===== src/rtl/atari_bus_pkg.sv =====
// Shared Atari bus definitions: POKEY window base, the bus synchroniser
// depth, the FIFO entry type and the capture register layout.
package atari_bus_pkg;

    localparam logic [11:0] POKEY_BASE      = 12'h045;
    localparam int          BUS_SYNC_STAGES = 2;

    // One POKEY register write handed to the core.
    typedef struct packed {
        logic [3:0] addr;
        logic [7:0] data;
    } pokey_wr_t;

    // Bus state sampled while PHI2 is high.
    typedef struct packed {
        logic [15:0] a;
        logic [7:0]  d;
        logic        rw;
        logic        halt;
    } bus_capture_t;

    // True when the address falls inside the 16-byte window at base*16.
    function automatic logic addr_in_window(input logic [15:0] addr,
                                            input logic [11:0] base);
        return (addr[15:4] == base);
    endfunction

endpackage


===== src/rtl/pokey_wr_fifo.sv =====
// Synchronous FIFO of POKEY register writes. Push is refused only when full
// with no simultaneous pop; deciding what to do about a refused push is the
// parent's job.
module pokey_wr_fifo
    import atari_bus_pkg::*;
#(
    parameter int DEPTH = 4,
    localparam int AW   = $clog2(DEPTH)
) (
    input  logic        clk,
    input  logic        rst,
    input  logic        push_i,
    input  pokey_wr_t   push_data_i,
    input  logic        pop_i,
    output pokey_wr_t   head_o,
    output logic [AW:0] level_o,
    output logic        full_o,
    output logic        empty_o
);

    localparam logic [AW:0]   LEVEL_FULL = (AW+1)'(DEPTH);
    localparam logic [AW:0]   LEVEL_ONE  = (AW+1)'(1);
    localparam logic [AW:0]   LEVEL_ZERO = {(AW+1){1'b0}};
    localparam logic [AW-1:0] PTR_ONE    = AW'(1);
    localparam logic [AW-1:0] PTR_ZERO   = {AW{1'b0}};

    pokey_wr_t     mem_q [DEPTH];
    logic [AW-1:0] wr_ptr_q, wr_ptr_d;
    logic [AW-1:0] rd_ptr_q, rd_ptr_d;
    logic [AW:0]   level_q, level_d;
    logic          full_q, full_d;
    logic          empty_q, empty_d;
    logic          do_push_s, do_pop_s;

    // Qualify push/pop against occupancy and derive next pointers and level
    always_comb begin
        do_pop_s  = pop_i && !empty_q;
        do_push_s = push_i && (!full_q || do_pop_s);

        if (do_push_s) begin
            wr_ptr_d = wr_ptr_q + PTR_ONE;
        end else begin
            wr_ptr_d = wr_ptr_q;
        end

        if (do_pop_s) begin
            rd_ptr_d = rd_ptr_q + PTR_ONE;
        end else begin
            rd_ptr_d = rd_ptr_q;
        end

        if (do_push_s && !do_pop_s) begin
            level_d = level_q + LEVEL_ONE;
        end else if (do_pop_s && !do_push_s) begin
            level_d = level_q - LEVEL_ONE;
        end else begin
            level_d = level_q;
        end

        full_d  = (level_d == LEVEL_FULL);
        empty_d = (level_d == LEVEL_ZERO);
    end

    // Pointer, level and flag registers
    always_ff @(posedge clk or posedge rst) begin
        if (rst) begin
            wr_ptr_q <= PTR_ZERO;
            rd_ptr_q <= PTR_ZERO;
            level_q  <= LEVEL_ZERO;
            full_q   <= 1'b0;
            empty_q  <= 1'b1;
        end else begin
            wr_ptr_q <= wr_ptr_d;
            rd_ptr_q <= rd_ptr_d;
            level_q  <= level_d;
            full_q   <= full_d;
            empty_q  <= empty_d;
        end
    end

    // Storage array; cleared on reset so the head reads as zero afterwards
    always_ff @(posedge clk or posedge rst) begin
        if (rst) begin
            for (int i = 0; i < DEPTH; i++) begin
                mem_q[i] <= pokey_wr_t'(12'h000);
            end
        end else if (do_push_s) begin
            mem_q[wr_ptr_q] <= push_data_i;
        end
    end

    assign head_o  = mem_q[rd_ptr_q];
    assign level_o = level_q;
    assign full_o  = full_q;
    assign empty_o = empty_q;

endmodule


===== src/rtl/pokey_write_capture.sv =====
// Captures CPU writes to the POKEY register window on the falling edge of a
// glitch-filtered PHI2 and queues them for the POKEY core.
// Build option: define POKEY_CAPTURE_FILTER_EN to enable the PHI2 run-length
// filter (FILTER samples); without it filtered PHI2 is the synchronised PHI2.
module pokey_write_capture
    import atari_bus_pkg::*;
#(
    parameter logic [11:0] ADDR_BASE  = POKEY_BASE,
    parameter int          FIFO_DEPTH = 4,
    parameter int          FILTER     = 2
) (
    input  logic                        clk,
    input  logic                        rst,
    input  logic [15:0]                 a,
    input  logic [7:0]                  d_in,
    input  logic                        phi2,
    input  logic                        rw,
    input  logic                        halt,
    output logic                        wr_valid,
    output logic [3:0]                  wr_addr,
    output logic [7:0]                  wr_data,
    input  logic                        wr_ready,
    output logic                        overflow,
    output logic [$clog2(FIFO_DEPTH):0] level
);

    localparam int BUS_W = 27;

    logic [BUS_W-1:0] sync_q [BUS_SYNC_STAGES];
    logic [BUS_W-1:0] bus_s2;
    logic [15:0]      a_s2;
    logic [7:0]       d_s2;
    logic             phi2_s2, rw_s2, halt_s2;

    logic             phi2_f;
    logic             phi2_f_prev_q;
    bus_capture_t     cap_q, cap_d;
    logic             commit_s, pop_s;
    logic             overflow_q, overflow_d;
    logic             fifo_full_s, fifo_empty_s;
    pokey_wr_t        push_data_s, head_s;

    // Shared synchroniser chain keeps all bus inputs mutually aligned
    always_ff @(posedge clk or posedge rst) begin
        if (rst) begin
            for (int i = 0; i < BUS_SYNC_STAGES; i++) begin
                sync_q[i] <= {BUS_W{1'b0}};
            end
        end else begin
            sync_q[0] <= {a, d_in, phi2, rw, halt};
            for (int i = 1; i < BUS_SYNC_STAGES; i++) begin
                sync_q[i] <= sync_q[i-1];
            end
        end
    end

    assign bus_s2  = sync_q[BUS_SYNC_STAGES-1];
    assign a_s2    = bus_s2[26:11];
    assign d_s2    = bus_s2[10:3];
    assign phi2_s2 = bus_s2[2];
    assign rw_s2   = bus_s2[1];
    assign halt_s2 = bus_s2[0];

`ifdef POKEY_CAPTURE_FILTER_EN
    localparam logic [2:0] FILTER_LAST = 3'(FILTER - 1);

    logic       phi2_f_q, phi2_f_d;
    logic [2:0] filt_cnt_q, filt_cnt_d;

    // Filtered PHI2 follows the synchronised PHI2 only after a full run of mismatches
    always_comb begin
        if (phi2_s2 == phi2_f_q) begin
            phi2_f_d   = phi2_f_q;
            filt_cnt_d = 3'd0;
        end else if (filt_cnt_q == FILTER_LAST) begin
            phi2_f_d   = phi2_s2;
            filt_cnt_d = 3'd0;
        end else begin
            phi2_f_d   = phi2_f_q;
            filt_cnt_d = filt_cnt_q + 3'd1;
        end
    end

    // Filter state registers
    always_ff @(posedge clk or posedge rst) begin
        if (rst) begin
            phi2_f_q   <= 1'b0;
            filt_cnt_q <= 3'd0;
        end else begin
            phi2_f_q   <= phi2_f_d;
            filt_cnt_q <= filt_cnt_d;
        end
    end

    assign phi2_f = phi2_f_q;
`else
    assign phi2_f = phi2_s2;
`endif

    // Delayed filtered PHI2 for falling-edge detection
    always_ff @(posedge clk or posedge rst) begin
        if (rst) begin
            phi2_f_prev_q <= 1'b0;
        end else begin
            phi2_f_prev_q <= phi2_f;
        end
    end

    // Sample the bus while PHI2 is high; hold the last sample once it drops
    always_comb begin
        if (phi2_s2) begin
            cap_d = '{a: a_s2, d: d_s2, rw: rw_s2, halt: halt_s2};
        end else begin
            cap_d = cap_q;
        end
    end

    // Capture register
    always_ff @(posedge clk or posedge rst) begin
        if (rst) begin
            cap_q <= bus_capture_t'(26'h0000000);
        end else begin
            cap_q <= cap_d;
        end
    end

    // A commit is a CPU write (not DMA) inside the window, seen at PHI2 fall
    always_comb begin
        commit_s    = phi2_f_prev_q && !phi2_f && !cap_q.rw && cap_q.halt &&
                      addr_in_window(cap_q.a, ADDR_BASE);
        push_data_s = '{addr: cap_q.a[3:0], data: cap_q.d};
        pop_s       = !fifo_empty_s && wr_ready;
    end

    pokey_wr_fifo #(
        .DEPTH (FIFO_DEPTH)
    ) u_fifo (
        .clk         (clk),
        .rst         (rst),
        .push_i      (commit_s),
        .push_data_i (push_data_s),
        .pop_i       (pop_s),
        .head_o      (head_s),
        .level_o     (level),
        .full_o      (fifo_full_s),
        .empty_o     (fifo_empty_s)
    );

    // A commit into a full FIFO with no pop this cycle is dropped and flagged
    always_comb begin
        if (commit_s && fifo_full_s && !pop_s) begin
            overflow_d = 1'b1;
        end else begin
            overflow_d = overflow_q;
        end
    end

    // Sticky overflow flag, cleared only by reset
    always_ff @(posedge clk or posedge rst) begin
        if (rst) begin
            overflow_q <= 1'b0;
        end else begin
            overflow_q <= overflow_d;
        end
    end

    assign overflow = overflow_q;
    assign wr_valid = !fifo_empty_s;
    assign wr_addr  = head_s.addr;
    assign wr_data  = head_s.data;

endmodule


===== config.mk =====
export PLATFORM = sky130hd
export DESIGN_NAME = pokey_write_capture
export DESIGN_NICKNAME = d
export VERILOG_FILES = /design/src/rtl/atari_bus_pkg.sv /design/src/rtl/pokey_wr_fifo.sv /design/src/rtl/pokey_write_capture.sv
export SDC_FILE = /design/constraint.sdc
export NUM_CORES = 1
export LEC_CHECK = 0
export CORE_MARGIN = 3
export CORE_UTILIZATION = 35
export CTS_CLUSTER_DIAMETER = 80
export DETAILED_ROUTE_END_ITERATION = 6
export PLACE_DENSITY = 0.64
export RECOVER_POWER = 100
export SLEW_MARGIN = 30
export SYNTH_ARGS = -nofsm -noshare
export SYNTH_HDL_FRONTEND = slang
export SYNTH_SLANG_ARGS = --single-unit
export TNS_END_PERCENT = 30

===== constraint.sdc =====
create_clock -name clk -period 6.1 [get_ports clk]
set_input_delay 1.525 -clock clk [delete_from_list [all_inputs] [get_ports clk]]
set_output_delay 1.525 -clock clk [all_outputs]
set_load 0.02 [all_outputs]

Word-level counts from Yosys, hierarchy flattened:

Cells that the tools add are included.
W data, S select, Z words.

* flip-flop bits (word level): 139
* bits in latches: 0
* bits in writable memories: 0
* bits in read-only memories: 0
* memories: 0

* add/subtract/negate cells: 4
* $mul: 0
* divide/modulo/power cells: 0
* $lt $le $gt $ge: 3
* equal/unequal tests: 2
* shift-type cells: 0
* mux-type cells: 8
* bitwise gates (word level): 2
* reductions and logical operators: 21

Operator list (count)
* $bwmux W48: 1
* $mux W12: 3
* $bmux W12 S2: 1
* $demux W12 S2: 1
* $eq A12 B7 Y1 const B: 1
* $logic_and A1 B1 Y1: 12
* $logic_not A1 Y1: 7
* $ge A3 B3 Y1 const B: 2
* $mux W3: 2
* $not A2 Y3: 2
* $add A2 B1 Y2 const B: 2
* $add A3 B1 Y3 const B: 1
* $eq A3 B3 Y1 const B: 1
* $logic_not A3 Y1: 1
* $lt A3 B1 Y1 const B: 1
* $sub A3 B1 Y3 const B: 1
* $logic_or A1 B1 Y1: 1

Logic depth before layout (Yosys ltp):

Gate-level depths: netlist of run 1.

* depth after elaboration: 11
* depth in mapped cells: 7

Cells and area by module:

Synthesis of run 1 repeated with hierarchy kept, for this count alone.

* cell total of the unflattened synthesis: 283
* area total of the unflattened synthesis: 5017.3 µm²

Modules (own cells, without submodules)
* pokey_wr_fifo: instances 1, cells each 162, area an instance 2573.7 µm², sequential area each 1427.6 µm²
* pokey_write_capture: instances 1, cells each 121, area an instance 2443.6 µm², sequential area each 2052.0 µm²

Worst setup path after synthesis of run 1:

No wires, ideal clock.

* kind: register -> output
* start point: register u_fifo.rd_ptr_q[0]
* end point: output port wr_addr[0]
* data arrival time: 1.665 ns
* path slack: 2.910 ns
* stages on the path, launching flop included: 4
* buffers on the path: 2
* cells stage by stage: dfrtp_1 > clkbuf_1 > clkbuf_1 > mux4_2

* longest elaborated chain between the ends: 4

RTL lines
* start, declared: line pokey_wr_fifo.sv:29 `logic [AW-1:0] rd_ptr_q, rd_ptr_d;`
* start signal, assigned: line pokey_wr_fifo.sv:74 `rd_ptr_q <= rd_ptr_d;`
* $not A2 Y3 (not written as such): line pokey_wr_fifo.sv:92 `assign head_o = mem_q[rd_ptr_q];`
* $bmux W12 S2: line pokey_wr_fifo.sv:92
* $mux W12 (not written as such) (2 in series): line pokey_wr_fifo.sv:92
* end, declared: line pokey_write_capture.sv:20 `output logic [3:0] wr_addr,`

Every way passes these cells. The select of a mux whose other input is x is not followed.

Final worst setup path of run 1:

* start point: register u_fifo.rd_ptr_q[0]
* end point: output port wr_addr[3]

Same word-level chain as after synthesis.

==> reports/qor.txt, run 1 <==
Outcome -> finished, violations left
Failing checks -> capacitance limit, slew limit
Die Wd -> 127 um
Total power -> 2.36 mW
Maxcap violations -> 1
Pleak -> 2.90 nW
Vias per cell -> 4.69
Commonest cells in the netlist -> dfrtp_1 (138), mux2_2 (65), mux4_2 (14), mux2_4 (10)
Hpwl dp -> 5.17 mm
Worst setup SP type -> flop
Average wire per standard cell -> 15.7 um
Final Hold Fails -> 0
DRT Pass-1 Iters -> 4
Clock H-tree levels -> 4
Syn_area_per_cell -> 17.3 sq um
Area delta synth->final -> 23.1%
Number of buffers created by CTS -> 17
Cells after Synth -> 296
Worst IR drop on VDD -> 243 uV
Clk pwr share -> 43.5%
Starting DRC count in detailed routing -> 129
Core Area -> 14100 sq um
Largest net degree at the start of global routing -> 93
GPL Wtd Cong -> 0.723
Vias in the first global route -> 2745
Ys flop type -> dfrtp_1
Setup crit end kind -> output port
Min Hold Slack -> 0.344 ns
Standard-cell rows -> 43
Pwr dens -> 373 nW/um^2
I/O Buffers -> 46
Synth area leader -> dfrtp_1
CP arrival -> 2.59 ns
First-pass GRT wire length -> 14.2 mm
Layout Cell Area excl Fill -> 6320 sq um
Layout cells sized above 1 -> 31.9%
Die area -> 16100 sq um
Critical path class -> reg2out
Tot GR Track Use -> 11.7%
Psw -> 597 uW
Minimum clock period -> 4.12 ns
Internal Power -> 1.76 mW
Sw Ratio -> 25.3%
Synth Register Bits -> 139
Worst endpoint required time -> 4.58 ns
Ant diodes -> 0
Fmax -> 0.243 GHz
RSZ-0062 raised after global routing -> no
Critical path fanouts, max -> 14
Fillers -> 1236
Worst-path clk slew -> 0.06 ns
CTS resizes -> 0
Setup_tns -> 0 ns
Gate power share -> 10.8%
Seq pwr share -> 45.6%
Net count reported at finish -> 386
Insertion delay to the later sink of the worst-skew pair -> 0.41 ns
FFs w/ async S/R, synth -> 100%
Seq/Total Area, Yosys -> 67.8%
Final WL -> 8.50 mm
Least-Margin Pin Slew -> 1.61 ns
Top cell type's share of synthesized area -> 67.3%
Synth warn -> 0
DRC Markers -> 0
Number of synthesized flops with an enable pin -> 0
Clock Path Buffers -> 2
Hold-fix buffers, CTS -> 0
CTS root buf -> clkbuf_16
ANT nets after route -> 0
Max-slew violation count -> 28
Initial core utilization -> 36.4%
Total congestion overflow -> 0
Final clock skew -> 0.0112 ns
Worst min-delay path class -> reg2reg
Endpoints failing setup -> 0
Most common cell in the synthesized netlist -> dfrtp_1
CTS tree -> done
Post-Syn Area -> 5130 sq um
Vias -> 2536
Clock sinks -> 139
IO Count -> 47
Synth cell types -> 30
Post-CTS setup repair buffer count -> 0
Final cycle utilization of the critical path -> 67.5%
Synth Net Count -> 332
Area after DPL -> 5770 sq um
Slew Limit Headroom -> -7.39%
Initial antenna violation count -> 0
Die Y -> 127 um
Synth top area cells -> dfrtp_1 (67%), mux2_2 (14%), mux4_2 (6.1%)
-- worst paths after layout --
path | to | slack (ns) | from | cells after the start
worst min-delay path | bus_s2[11] | 0.34 | sync_q[38] | 0
worst min register to register | bus_s2[11] | 0.34 | sync_q[38] | 0
max in group asynchronous | cap_q[14] | 3.26 | rst | 3
worst max register to register | u_fifo.mem_q[28] | 2.99 | cap_q[25] | 4
worst max-delay path | wr_addr[3] | 1.98 | u_fifo.rd_ptr_q[0] | 2
min in group asynchronous | sync_q[31] | 1.76 | rst | 2
-- power groups by stage --
| stage | sequential, mW | combinational (mW) | clock, mW |
|---|---|---|---|
| 6_report | 1.08 | 0.255 | 1.03 |
| 4_1_cts | 1.08 | 0.267 | 1.06 |
| 2_1_floorplan | 1.05 | 0.206 | 0 |
| 5_1_grt | 1.09 | 0.283 | 1.10 |
| 3_3_place_gp | 1.09 | 0.254 | 0 |
| 3_5_place_dp | 1.10 | 0.265 | 0 |
-- logic make-up (layout without fill, tap and decap cells) --
logic type | Yosys count | in the layout | synth area share [%]
fa+ha+maj | 6 | 6 | 1.46
compound gates | 8 | 8 | 1.07
mux | 91 | 91 | 23.7
flops | 139 | 139 | 67.8
simple gates | 26 | 26 | 3.15
buf+inv | 21 | 86 | 1.90
xor+xnor | 5 | 5 | 0.854
-- metrics by stage --
| step | worst slack, ns | util [%] | instances |
|---|---|---|---|
| after CTS | 2.01 | 45.1 | 541 |
| after global placement | 2.47 | 40.9 | 511 |
| after detailed placement | 2.44 | 40.9 | 511 |
| final | 1.98 | 44.8 | 541 |
| after global routing | 1.80 | 44.8 | 541 |
| after floorplan | 0.852 | - | 296 |
-- placed cells by master, fill, tap and decap left out, types with 2 or more instances in the layout --
master / n
mux2i_1: 2
nand3_1: 6
xnor2_1: 4
o21ai_0: 3
clkbuf_16: 17
inv_6: 4
ha_1: 6
clkinvlp_4: 4
bufinv_16: 3
inv_1: 7
nand2_1: 6
clkinv_4: 2
dfrtp_1: 138
mux2_1: 10
mux2_2: 65
dlygate4sd3_1: 46
mux4_2: 14
nor2_1: 4
nor3_1: 3
or4b_1: 2
-- final cells by class --
class / count / area, sq um / area share (%)
Clock buffer: 17 / 425 / 6.74
Clock inverter: 13 / 169 / 2.67
Inverter: 8 / 35.0 / 0.555
Multi-Input combinational cell: 136 / 1510 / 23.9
Sequential cell: 139 / 3480 / 55.1
Tap cell: 180 / 225 / 3.57
Timing Repair Buffer: 48 / 472 / 7.47
-- worst max-delay path: stages (launching register included) --
cell,delay [ns]
dfrtp_1,0.87
mux4_2,0.64
dlygate4sd3_1,0.68
-- per-layer routing --
metal  vias up  wire length [um]  GRT usage [%]
met5         -                 0              0
met4         0               155           5.99
met3        13               390           4.06
met2        50              4280           18.1
met1      1317              3680           14.5
li1       1156                 -              -
-- flip-flops by register name (all words and copies together), names as in the netlist --
signal           cells
bus_s2              27
cap_q               26
overflow             1
phi2_f_prev_q        1
sync_q              27
u_fifo.empty_o       1
u_fifo.full_o        1
u_fifo.level_o       3
u_fifo.mem_q        48
u_fifo.rd_ptr_q      2
u_fifo.wr_ptr_q      2
(Power assumes the default switching activity.)
==> inputs of run 2 (changes only) <==
==> constraint.sdc (replaced) <==
create_clock -name clk -period 3.9 [get_ports clk]
set_input_delay 0.975 -clock clk [delete_from_list [all_inputs] [get_ports clk]]
set_output_delay 0.975 -clock clk [all_outputs]
set_load 0.02 [all_outputs]
==> run 2 against run 1 <==
Against the previous run: the flow still finishes with violations (capacitance limit, slew limit); design area increased by 0.83%; setup slack got worse by 1.6 ns; sequential share of layout area shrank 0.45 points; via count grew 0.39%; register-to-register slack worse by 2.3 ns; non-clock buffer count up 5; critical path type unchanged; largest power group is now clock.
==> reports/qor.txt, run 2 (same netlist as run 1, synthesis figures left out) <==
Tot GR Track Use -> 11.6% (-0.092 points)
Core Area -> 14100 sq um (unchanged)
CTS root buf -> clkbuf_16
Pwr dens -> 598 nW/um^2 (+60%)
ANT nets after route -> 0 (unchanged)
Vias -> 2546 (+0.39%)
Average wire per standard cell -> 15.5 um (-1.3%)
Vias per cell -> 4.65 (-0.89%)
Hold-fix buffers, CTS -> 0 (unchanged)
Number of buffers created by CTS -> 17 (unchanged)
Vias in the first global route -> 2804 (+2.1%)
Pleak -> 2.94 nW (+1.2%)
Failing checks -> capacitance limit, slew limit
Final worst slack -> 0.341 ns (-1.64 ns)
DRT Pass-1 Iters -> 4 (unchanged)
Maxcap violations -> 3 (+2)
CP arrival -> 2.58 ns (about the same)
Critical path class -> reg2out
Sw Ratio -> 25.3% (about the same)
Initial core utilization -> 36.4% (unchanged)
Clock H-tree levels -> 4 (unchanged)
Layout cells sized above 1 -> 31.8% (-0.062 points)
Hold Path End -> bus_s2[3]
Worst setup SP type -> flop
First-pass GRT wire length -> 14.4 mm (+1.7%)
Final clock skew -> 0.00631 ns (-0.00492 ns)
Leading cell type in the layout, fill and taps excluded -> dfrtp_1
RSZ-0062 raised after global routing -> no
Hpwl dp -> 5.21 mm (+0.82%)
Final WL -> 8.50 mm (about the same)
GPL Wtd Cong -> 0.766 (+6.0%)
Die Y -> 127 um (unchanged)
IO Count -> 47 (unchanged)
Worst endpoint required time -> 2.92 ns (-1.66 ns)
Starting DRC count in detailed routing -> 138 (+7.0%)
Standard-cell rows -> 43 (unchanged)
Minimum clock period -> 3.56 ns
I/O Buffers -> 46 (unchanged)
Max-slew violation count -> 169 (+500%)
Clock Path Buffers -> 2 (unchanged)
Outcome -> finished, violations left
Final Hold Fails -> 0 (unchanged)
Ant diodes -> 0 (unchanged)
Die area -> 16100 sq um (unchanged)
Critical path fanouts, max -> 13 (-1)
Worst min-delay path class -> reg2reg
RR Endpoint -> u_fifo.mem_q[29]
Total congestion overflow -> 0 (unchanged)
DRC Markers -> 0 (unchanged)
Setup_tns -> 0 ns (unchanged)
WHS Path Cells -> 0 (unchanged)
Area delta synth->final -> 24.1%
Slew Limit Headroom -> -52.9% (-46 points)
Most frequent cells in the layout -> dfrtp_1 (138), mux2_2 (65), dlygate4sd3_1 (44)
Largest net degree at the start of global routing -> 87 (-6.5%)
Hold path startpoint -> sync_q[30]
Largest reg by FF count -> u_fifo.mem_q
Insertion delay to the later sink of the worst-skew pair -> 0.41 ns (about the same)
Worst-path clk slew -> 0.06 ns (about the same)
Least-Margin Pin Slew -> 2.29 ns (+0.679 ns)
Worst r2r src -> cap_q[25]
CTS resizes -> 0 (unchanged)
CTS tree -> done
Final cycle utilization of the critical path -> 91.3%
Placement Setup Slack -> 0.799 ns (-1.64 ns)
Fmax -> 0.281 GHz
Worst IR drop on VDD -> 369 uV (+52%)
Initial antenna violation count -> 0 (unchanged)
Net count reported at finish -> 391 (+1.3%)
R2R depth -> 5 (+1)
Seq pwr share -> 43.9% (-1.7 points)
Post-CTS setup repair buffer count -> 0 (unchanged)
Psw -> 963 uW (+61%)
Gate power share -> 11.2% (+0.4 points)
Internal Power -> 2.84 mW (+61%)
Setup crit end kind -> output port
Clk pwr share -> 45.0% (+1.5 points)
Die Wd -> 127 um (unchanged)
Worst R2R Setup Slack -> 0.72 ns (-2.27 ns)
Fillers -> 1254 (+1.5%)
Clock sinks -> 139 (unchanged)
Max reg flops -> 48 (unchanged)
Endpoints failing setup -> 0 (unchanged)
[run 2: cell types whose count changed in the layout (fill, tap and decap cells not counted), sizes merged, moves of 2 or more]
cell	delta
clkbuf	+4
clkinvlp	-3
clkdlybuf4s50	+2
clkinv	+2
dlygate4sd3	-2
inv	+2
[run 2: area by class of cell]
class                   count  area [sq um]  share of cell area (%)
clock buffers              17           425                    6.68
clock inverters            15           211                    3.32
inverters                   8          31.3                   0.491
multi-input cells         136          1500                    23.5
flip-flops and latches    139          3480                    54.6
well taps                 180           225                    3.54
repair buffers             53           500                    7.86
[run 2: per-layer routing]
layer | up-vias | wire [um] | track usage (%)
met4 | 0 | 169 | 5.87
met1 | 1320 | 3810 | 14.8
li1 | 1171 | - | -
met3 | 13 | 260 | 2.76
met5 | - | 0 | 0
met2 | 42 | 4260 | 18.5
[run 2: worst max path at each step]
stage,startpoint,endpoint,depth (start not counted)
after global routing,u_fifo.rd_ptr_q[0],wr_addr[3],2
final,u_fifo.rd_ptr_q[0],wr_addr[3],2
after global placement,wr_ready,u_fifo.mem_q[13],5
after detailed placement,wr_ready,u_fifo.mem_q[13],5
after floorplan,rst,bus_s2[0],1
after CTS,u_fifo.rd_ptr_q[0],wr_addr[3],2
[run 2: power groups by stage]
stage,Sequential (mW),Clock (mW),Combinational (mW)
after floorplan,1.65,0,0.323
after global placement,1.70,0,0.432
after detailed placement,1.70,0,0.451
after CTS,1.68,1.75,0.454
after global routing,1.70,1.81,0.465
final,1.67,1.71,0.424
[run 2: metrics by stage]
stage | cells | total power [mW] | util [%] | hold slack, ns | instance area [sq um]
2_1_floorplan | 296 | 1.97 | - | 0.331 | 5130
3_3_place_gp | 516 | 2.13 | 41.4 | 0.332 | 5830
3_5_place_dp | 516 | 2.16 | 41.4 | 0.335 | 5830
4_1_cts | 548 | 3.89 | 45.9 | 0.348 | 6470
5_1_grt | 548 | 3.97 | 45.2 | 0.350 | 6370
6_report | 548 | 3.81 | 45.2 | 0.345 | 6370
[run 2: critical path, cell delays in order, from the launching register on]
cell and delay [ns]:
dfrtp_1 0.88, mux4_2 0.62, dlygate4sd3_1 0.67
